<file path="config.mk">
export PLATFORM = sky130hd
export DESIGN_NAME = apb3_cmd_master
export DESIGN_NICKNAME = d
export VERILOG_FILES = /design/src/rtl/apb3_cmd_master.sv
export SDC_FILE = /design/constraint.sdc
export NUM_CORES = 1
export LEC_CHECK = 0
export CELL_PAD_IN_SITES_DETAIL_PLACEMENT = 1
export CELL_PAD_IN_SITES_GLOBAL_PLACEMENT = 1
export CORE_MARGIN = 2
export CORE_UTILIZATION = 30
export CTS_CLUSTER_SIZE = 10
export DETAILED_ROUTE_END_ITERATION = 8
export PLACE_DENSITY = 0.84
export REMOVE_ABC_BUFFERS = 1
export SLEW_MARGIN = 5
export SYNTH_ARGS = -nofsm -noshare
export SYNTH_HDL_FRONTEND = slang
export SYNTH_SLANG_ARGS = --single-unit
export TNS_END_PERCENT = 20
</file>
<file path="constraint.sdc">
create_clock -name clk -period 3.7 [get_ports clk]
set_input_delay 0.37 -clock clk [delete_from_list [all_inputs] [get_ports clk]]
set_output_delay 0.37 -clock clk [all_outputs]
set_load 0.02 [all_outputs]
</file>
<file path="src/rtl/apb3_cmd_master.sv">
// Turns a valid/ready command stream into single APB3 transfers and returns
// read data plus error/timeout status on a valid/ready response stream.
module apb3_cmd_master #(
  parameter int APB_ADDR_WIDTH_P   = 16,
  parameter int APB_DATA_WIDTH_P   = 32,
  parameter int APB_NR_OF_SLAVES_P = 4,
  parameter int TIMEOUT_P          = 16,
  localparam int SW = (APB_NR_OF_SLAVES_P > 1) ? $clog2(APB_NR_OF_SLAVES_P) : 1
) (
  input  logic                                         clk,
  input  logic                                         rst_n,
  input  logic                                         cmd_valid,
  output logic                                         cmd_ready,
  input  logic                                         cmd_op,
  input  logic [SW-1:0]                                cmd_sel,
  input  logic [APB_ADDR_WIDTH_P-1:0]                  cmd_addr,
  input  logic [APB_DATA_WIDTH_P-1:0]                  cmd_wdata,
  output logic                                         rsp_valid,
  input  logic                                         rsp_ready,
  output logic [APB_DATA_WIDTH_P-1:0]                  rsp_rdata,
  output logic                                         rsp_slverr,
  output logic                                         rsp_timeout,
  output logic [APB_NR_OF_SLAVES_P-1:0]                psel,
  output logic                                         penable,
  output logic                                         pwrite,
  output logic [APB_ADDR_WIDTH_P-1:0]                  paddr,
  output logic [APB_DATA_WIDTH_P-1:0]                  pwdata,
  input  logic [APB_NR_OF_SLAVES_P*APB_DATA_WIDTH_P-1:0] prdata,
  input  logic [APB_NR_OF_SLAVES_P-1:0]                pready,
  input  logic [APB_NR_OF_SLAVES_P-1:0]                pslverr
);

  localparam int CW = (TIMEOUT_P > 0) ? $clog2(TIMEOUT_P + 1) : 1;
  localparam logic [CW-1:0] TMO_LAST = CW'((TIMEOUT_P > 0) ? TIMEOUT_P - 1 : 0);

  // Handshakes: a beat transfers on a rising edge where valid && ready;
  // cmd_ready depends only on state, rsp fields are held while rsp_valid && !rsp_ready.
  typedef enum logic [1:0] {IDLE, SETUP, ACCESS, RESP} state_t;
  state_t state, state_nxt;

  logic                          op_q;
  logic [SW-1:0]                 sel_q;
  logic [APB_ADDR_WIDTH_P-1:0]   addr_q;
  logic [APB_DATA_WIDTH_P-1:0]   wdata_q;
  logic [APB_DATA_WIDTH_P-1:0]   rdata_q;
  logic                          slverr_q;
  logic                          timeout_q;
  logic [CW-1:0]                 tmo_cnt;

  logic [APB_NR_OF_SLAVES_P-1:0] sel_hot;
  logic                          pready_s;
  logic                          pslverr_s;
  logic [APB_DATA_WIDTH_P-1:0]   prdata_s;
  logic                          decode_ok;
  logic                          tmo_hit;

  assign decode_ok = (int'(cmd_sel) < APB_NR_OF_SLAVES_P);

  // Only the addressed completer's handshake and data are observed.
  always_comb begin
    sel_hot  = '0;
    prdata_s = '0;
    for (int i = 0; i < APB_NR_OF_SLAVES_P; i++) begin
      sel_hot[i] = (sel_q == SW'(i));
      if (sel_hot[i]) prdata_s = prdata[i*APB_DATA_WIDTH_P +: APB_DATA_WIDTH_P];
    end
    pready_s  = |(pready & sel_hot);
    pslverr_s = |(pslverr & sel_hot);
  end

  assign tmo_hit = (TIMEOUT_P > 0) && (tmo_cnt == TMO_LAST) && !pready_s;

  always_ff @(posedge clk or negedge rst_n) begin
    if (!rst_n) state <= IDLE;
    else        state <= state_nxt;
  end

  always_comb begin
    state_nxt = state;
    case (state)
      IDLE:    if (cmd_valid) state_nxt = decode_ok ? SETUP : RESP;
      SETUP:   state_nxt = ACCESS;
      ACCESS:  if (pready_s || tmo_hit) state_nxt = RESP;
      RESP:    if (rsp_ready) state_nxt = IDLE;
      default: state_nxt = IDLE;
    endcase
  end

  always_comb begin
    cmd_ready = (state == IDLE);
    rsp_valid = (state == RESP);
    penable   = (state == ACCESS);
    psel      = (state == SETUP || state == ACCESS) ? sel_hot : '0;
  end

  assign pwrite      = op_q;
  assign paddr       = addr_q;
  assign pwdata      = wdata_q;
  assign rsp_rdata   = rdata_q;
  assign rsp_slverr  = slverr_q;
  assign rsp_timeout = timeout_q;

  always_ff @(posedge clk or negedge rst_n) begin
    if (!rst_n) begin
      op_q      <= 1'b0;
      sel_q     <= '0;
      addr_q    <= '0;
      wdata_q   <= '0;
      rdata_q   <= '0;
      slverr_q  <= 1'b0;
      timeout_q <= 1'b0;
      tmo_cnt   <= '0;
    end else begin
      case (state)
        IDLE: begin
          if (cmd_valid) begin
            sel_q <= cmd_sel;
            // A decode error leaves the bus fields untouched: no bus activity.
            if (decode_ok) begin
              op_q    <= cmd_op;
              addr_q  <= cmd_addr;
              wdata_q <= cmd_wdata;
            end else begin
              rdata_q   <= '0;
              slverr_q  <= 1'b1;
              timeout_q <= 1'b0;
            end
          end
        end
        ACCESS: begin
          if (pready_s) begin
            slverr_q  <= pslverr_s;
            rdata_q   <= (!op_q && !pslverr_s) ? prdata_s : '0;
            timeout_q <= 1'b0;
          end else if (tmo_hit) begin
            rdata_q   <= '0;
            slverr_q  <= 1'b1;
            timeout_q <= 1'b1;
          end else if (TIMEOUT_P > 0) begin
            tmo_cnt <= tmo_cnt + CW'(1);
          end
        end
        RESP: if (rsp_ready) tmo_cnt <= '0;
        default: ;
      endcase
    end
  end

endmodule

</file>
==> results of run 1 <==
Yosys cell counts (3+ instances only):
| master | count | area share |
|---|---|---|
| a21oi_1 | 4 | 0.0045 |
| a22o_1 | 32 | 0.063 |
| buf_1 | 6 | 0.0051 |
| buf_2 | 11 | 0.012 |
| clkbuf_1 | 7 | 0.0059 |
| dfrtp_1 | 92 | 0.52 |
| ha_1 | 5 | 0.014 |
| inv_1 | 7 | 0.0059 |
| mux2_2 | 52 | 0.13 |
| mux4_2 | 34 | 0.17 |
| nand2b_1 | 3 | 0.0042 |
| nand3_1 | 5 | 0.0057 |
| nor2_1 | 3 | 0.0025 |
| o211ai_1 | 5 | 0.0085 |
| o21ai_0 | 5 | 0.0057 |
| or4_1 | 4 | 0.0068 |
worst register-to-register path: cells and delay by family (launching register included):
| family | cells | cell delay (ns) |
|---|---|---|
| muxes | 1 | 0.56 |
| AOI/OAI and AO/OA | 1 | 0.22 |
| DFF | 1 | 0.91 |
| and+or+nand+nor | 1 | 0.24 |
| buffers and inverters | 1 | 0.38 |
layer usage:
layer,global-route usage,vias to the layer above,part of all wire
met1,0.212,1893,0.37
li1,-,1676,-
met5,0,-,0
met4,0.0712,0,0.023
met2,0.354,196,0.53
met3,0.0526,19,0.069
final cells by class:
type | count | area [sq um] | share of cell area
repair buffers | 285 | 2840 | 0.370
flip-flops and latches | 92 | 2300 | 0.300
multi-input cells | 167 | 2000 | 0.260
clock buffers | 11 | 243 | 0.0316
well taps | 184 | 230 | 0.0300
clock inverters | 5 | 36.3 | 0.00473
inverters | 7 | 26.3 | 0.00342
cells by family after synthesis:
group                      after synthesis  synth area share
DFF                                     92             0.521
muxes                                   86             0.306
AOI/OAI and AO/OA                       51            0.0928
buffers and inverters                   32            0.0320
and+or+nand+nor                         25            0.0351
adders and majority gates                5            0.0141
power groups by stage:
stage | combinational [mW] | sequential [mW] | clock [mW]
floorplan | 1.23 | 2.32 | 0
global placement | 3.16 | 1.81 | 0
detailed placement | 3.25 | 1.85 | 0
CTS | 3.25 | 1.83 | 0.898
global route | 3.39 | 1.89 | 0.943
finish | 3.20 | 1.82 | 0.871
state kept, by name, summed over array words and instances, names as in the netlist:
signal / flops
rsp_rdata: 32
sel_q: 2
rsp_timeout: 1
pwdata: 32
pwrite: 1
tmo_cnt: 5
state: 2
paddr: 16
rsp_slverr: 1
path summary, 6_finish.rpt:
path / startpoint / endpoint / depth (start not counted)
max: sel_q[0]$_DFFE_PN0P_ / psel[1] / 3
min: rst_n / pwdata[27]$_DFFE_PN0P_ / 1
max reg2reg: sel_q[1]$_DFFE_PN0P_ / rsp_rdata[8]$_DFFE_PN0P_ / 4
min reg2reg: paddr[6]$_DFFE_PN0P_ / paddr[6]$_DFFE_PN0P_ / 1
max in group asynchronous: rst_n / rsp_rdata[30]$_DFFE_PN0P_ / 2
min in group clk: paddr[6]$_DFFE_PN0P_ / paddr[6]$_DFFE_PN0P_ / 1
==> impl_metrics.toml, run 1 <==
[outcome]
outcome = "complete, no violations"

[critical_path]
path_buf_inv = 2
slowest_stage = "dfrtp_2"
worst-setup-path-type = "flop to output pin"
path_cells = "buf_4 > and3b_1 > clkdlybuf4s50_1"
r2r_slack_ns = 1.34
crit_family = "buffers and inverters"
end_kind = "output pin"
crit_path_max_fanout = 23
worstSetupStartpointType = "flop"
arrival_ns = 2.37
crit_path_max_incr_delay_ns = 0.73
critPathRequiredTime_ns = 3.33

[cells_and_area]
fillers = 1459
layout_commonest_cell = "clkdlybuf4s50_1"
nets = 758
design_area_sq_um = 7670
syn_to_final_growth_pct = 73.5
final_cell_mix = "279 x clkdlybuf4s50_1, 91 x dfrtp_1, 52 x mux2_2"
n_antenna_cell = 0
fin_cells = 751
layout-drive-gt1-share = 0.199
final_util = 0.530

[route]
drt-pass1-iter-count = 4
post_drt_wl_per_cell_microns = 20.1
via_count = 3784
drt.antenna.violating_nets = 0
wirelength_mm = 15.1
vias_per_cell = 5.04
drt_iter0_drc = 114
drc_errors = 0

[sta]
skew_ns = 0.0108
slew_headroom = 0.162
tns_ns = 0
rsz0062_at_grt = "no"
whs_ns = 0.161
worst_pin_slew_ns = 1.25
slew_violations = 0
finalHoldViolations = 0
setup_viol = 0
setup_ws_ns = 0.956
fmax_mhz = 364
fin_crit_ns = 2.74
period_share = 0.742

[power]
p_total_mw = 5.89
p_switching_mw = 2.18
intPower_mw = 3.71
p_leak_nw = 3.10
powerDensity_nw_per_um2 = 768
power_frac_seq = 0.309
swShare = 0.370
clkPwrFrac = 0.148
irDropWorstVdd_uv = 248
comb_power_share = 0.544

[global_route]
antenna_found_initial = 0
grt_pass1_wl_mm = 23.6
grtUsageTotal = 0.193
gr-total-overflow = 0
grt_pass1_vias = 4292
grt_max_degree = 75

[synthesis]
synthesis.area_sq_um = 4420
synth-main-ff-cell = "dfrtp_1"
ys_ff_latch = 92
syn-instance-count = 291
yosys.cell_types.count = 29
async_reset_ff_frac = 1.00
avgSynthCellArea_sq_um = 15.2
yosysSeqAreaShare = 0.521
synth_edf_count = 0
yosys_warnings = 0

[clocking]
path_clk_slew_ns = 0.07
insertion_delay_ns = 0.34
ctsResizeCount = 0
post_cts_buffers = 0
cts_tree = "yes"
cts.sinks = 92
cts.path.max_buffers = 2
h-tree-depth = 3
numCtsBuffers = 9
cts-root-buf = "clkbuf_16"
hold_buffers = 0

[flow_run]
drv_cap = 0

[placed_design]
placed_area_sq_um = 7390
io_buffers = 280
post-place-ws_ns = 1.23
hpwl_mm = 11.9
gp_congestion = 0.771
place_inst = 735

[floorplanning]
rows = 44
die_area_sq_um = 15700
die_y_microns = 125
die-width_microns = 125
start_util = 0.305
core_sq_um = 14500
io_pins = 281

[hold_path]
hold_class = "primary input to async pin"
Note: power is estimated with default switching activity, not from simulation.
==> run 2, diff against run 1 <==
--- a/config.mk
+++ b/config.mk
@@ -8,10 +8,10 @@
 export CELL_PAD_IN_SITES_DETAIL_PLACEMENT = 1
 export CELL_PAD_IN_SITES_GLOBAL_PLACEMENT = 1
 export CORE_MARGIN = 2
-export CORE_UTILIZATION = 30
+export CORE_UTILIZATION = 28
 export CTS_CLUSTER_SIZE = 10
 export DETAILED_ROUTE_END_ITERATION = 8
-export PLACE_DENSITY = 0.84
+export PLACE_DENSITY = 0.79
 export REMOVE_ABC_BUFFERS = 1
 export SLEW_MARGIN = 5
 export SYNTH_ARGS = -nofsm -noshare
==> constraint.sdc (replaced) <==
create_clock -name clk -period 2.7 [get_ports clk]
set_input_delay 0.27 -clock clk [delete_from_list [all_inputs] [get_ports clk]]
set_output_delay 0.27 -clock clk [all_outputs]
set_load 0.02 [all_outputs]
==> impl_metrics.toml, run 2 (synthesis gave the netlist of run 1 again) <==
[critical_path]
regToRegEndpoint = "tmo_cnt[3]$_DFFE_PN0P_"
r2r_slack_ns = 0.56
rr_worst_depth = 5
slowest_stage = "clkdlybuf4s50_1"
path_cells = "inv_1 > ha_1 > clkdlybuf4s50_1"
worstSetupStartpointType = "flop"
end_kind = "output pin"
crit_path_max_incr_delay_ns = 0.73
r2r_start = "state[0]$_DFFE_PN0P_"
arrival_ns = 2.15
cp-startpoint = "state[0]$_DFFE_PN0P_"
endpoint = "penable"
crit_path_max_fanout = 18
worst-setup-path-type = "flop to output pin"
critPathRequiredTime_ns = 2.43

[power]
swShare = 0.371
p_switching_mw = 2.99
p_leak_nw = 3.10
intPower_mw = 5.07
power_frac_seq = 0.296
clkPwrFrac = 0.145
irDropWorstVdd_uv = 439
powerDensity_nw_per_um2 = 1040
p_total_mw = 8.06
comb_power_share = 0.559

[sta]
slew_headroom = 0.563
period_share = 0.895
skew_ns = 0.00657
finalHoldViolations = 0
tns_ns = 0
fin_crit_ns = 2.42
rsz0062_at_grt = "no"
slew_violations = 0
fmax_mhz = 414
worst_pin_slew_ns = 0.656
setup_viol = 0

[global_route]
antenna_found_initial = 0
grt_max_degree = 49
grt_pass1_vias = 4096
grt_pass1_wl_mm = 22.5
grtUsageTotal = 0.176
gr-total-overflow = 0

[floorplanning]
die-width_microns = 130
die_area_sq_um = 16800
die_y_microns = 130
io_pins = 281
rows = 45
core_sq_um = 15300
start_util = 0.289

[route]
wirelength_mm = 14.9
via_count = 3776
drt_iter0_drc = 106
drt.antenna.violating_nets = 0
vias_per_cell = 4.84
drt-pass1-iter-count = 4
post_drt_wl_per_cell_microns = 19.1
drc_errors = 0

[cells_and_area]
layout-drive-gt1-share = 0.202
design_area_sq_um = 7750
nets = 760
syn_to_final_growth_pct = 75.2
final_cell_mix = "279 x clkdlybuf4s50_1, 91 x dfrtp_1, 52 x mux2_2"
layout_commonest_cell = "clkdlybuf4s50_1"
n_antenna_cell = 0

[flow_run]
drv_cap = 0

[outcome]
outcome = "complete, no violations"

[clocking]
cts-root-buf = "clkbuf_16"
numCtsBuffers = 9
insertion_delay_ns = 0.33
h-tree-depth = 3
cts_tree = "yes"
post_cts_buffers = 0
ctsResizeCount = 0
hold_buffers = 1
cts.sinks = 92
cts.path.max_buffers = 2
path_clk_slew_ns = 0.07

[hold_path]
hold_class = "primary input to async pin"

[placed_design]
io_buffers = 280
gp_congestion = 0.736
hpwl_mm = 11.9
placed_area_sq_um = 7460
==> run 2: cell types whose count changed in the layout (fill, tap and decap cells not counted) <==
cell / change
clkinvlp_4: +4
buf_12: +2
buf_4: -1
clkbuf_1: -1
clkbuf_8: -1
clkinv_2: -1
clkinv_4: -1
dlygate4sd3_1: +1
==> run 2: cell type report <==
cell class                 instances  area [sq um]
fill                            1568          7570
timing repair buffer             287          2880
sequential                        92          2300
multi-input combinational        167          2000
tap                              211           264
clock buffer                       9           225
clock inverter                     7          52.6
inverter                           7          26.3
==> run 2: worst min path at each step <==
stage                     slack (ns)  depth (start not counted)                        end                      start
after floorplan                -0.03                          0       paddr[0]$_DFFE_PN0P_                      rst_n
after global placement          0.31                          1      pwdata[3]$_DFFE_PN0P_                      rst_n
after detailed placement        0.32                          1      pwdata[5]$_DFFE_PN0P_                      rst_n
after CTS                       0.51                          1  rsp_rdata[23]$_DFFE_PN0P_  rsp_rdata[23]$_DFFE_PN0P_
after global routing            0.52                          1     pwdata[27]$_DFFE_PN0P_     pwdata[27]$_DFFE_PN0P_
final                           0.49                          2      pwdata[5]$_DFFE_PN0P_                      rst_n
==> run 2: worst max-delay path: cells and delay by family (launching register included) <==
family,cells,cell delay [ns]
adders and majority gates,1,0.59
buffers and inverters,2,0.83
DFF,1,0.40
==> run 2: stage by stage <==
stage | hold slack, ns | setup WS, ns | instances | utilization
4_1_cts | 0.506 | 0.254 | 780 | 0.506
6_report | 0.491 | 0.283 | 780 | 0.506
3_5_place_dp | 0.325 | 0.551 | 763 | 0.487
5_1_grt | 0.518 | 0.125 | 780 | 0.506
3_3_place_gp | 0.311 | 0.625 | 763 | 0.487
2_1_floorplan | -0.0256 | -2.30 | 266 | -
==> run 2: power by group through the flow <==
stage	clock network, mW	registers [mW]	logic [mW]
2_1_floorplan	0	3.19	1.69
3_3_place_gp	0	2.38	4.45
3_5_place_dp	0	2.42	4.57
4_1_cts	1.22	2.40	4.58
5_1_grt	1.28	2.48	4.80
6_report	1.17	2.39	4.50
==> run 2: per-layer routing <==
layer / part of all wire / global-route usage / vias up
li1: - / - / 1683
met1: 0.36 / 0.195 / 1894
met2: 0.54 / 0.322 / 191
met3: 0.094 / 0.0619 / 8
met4: 0.012 / 0.0411 / 0
met5: 0 / 0 / -
==> run 3, diff against run 2 <==
--- a/config.mk
+++ b/config.mk
@@ -5,6 +5,7 @@
 export SDC_FILE = /design/constraint.sdc
 export NUM_CORES = 1
 export LEC_CHECK = 0
+export CAP_MARGIN = 20
 export CELL_PAD_IN_SITES_DETAIL_PLACEMENT = 1
 export CELL_PAD_IN_SITES_GLOBAL_PLACEMENT = 1
 export CORE_MARGIN = 2
==> results of run 3 <==
Same layout as run 2: the final DEF is identical, and so are final timing and power.
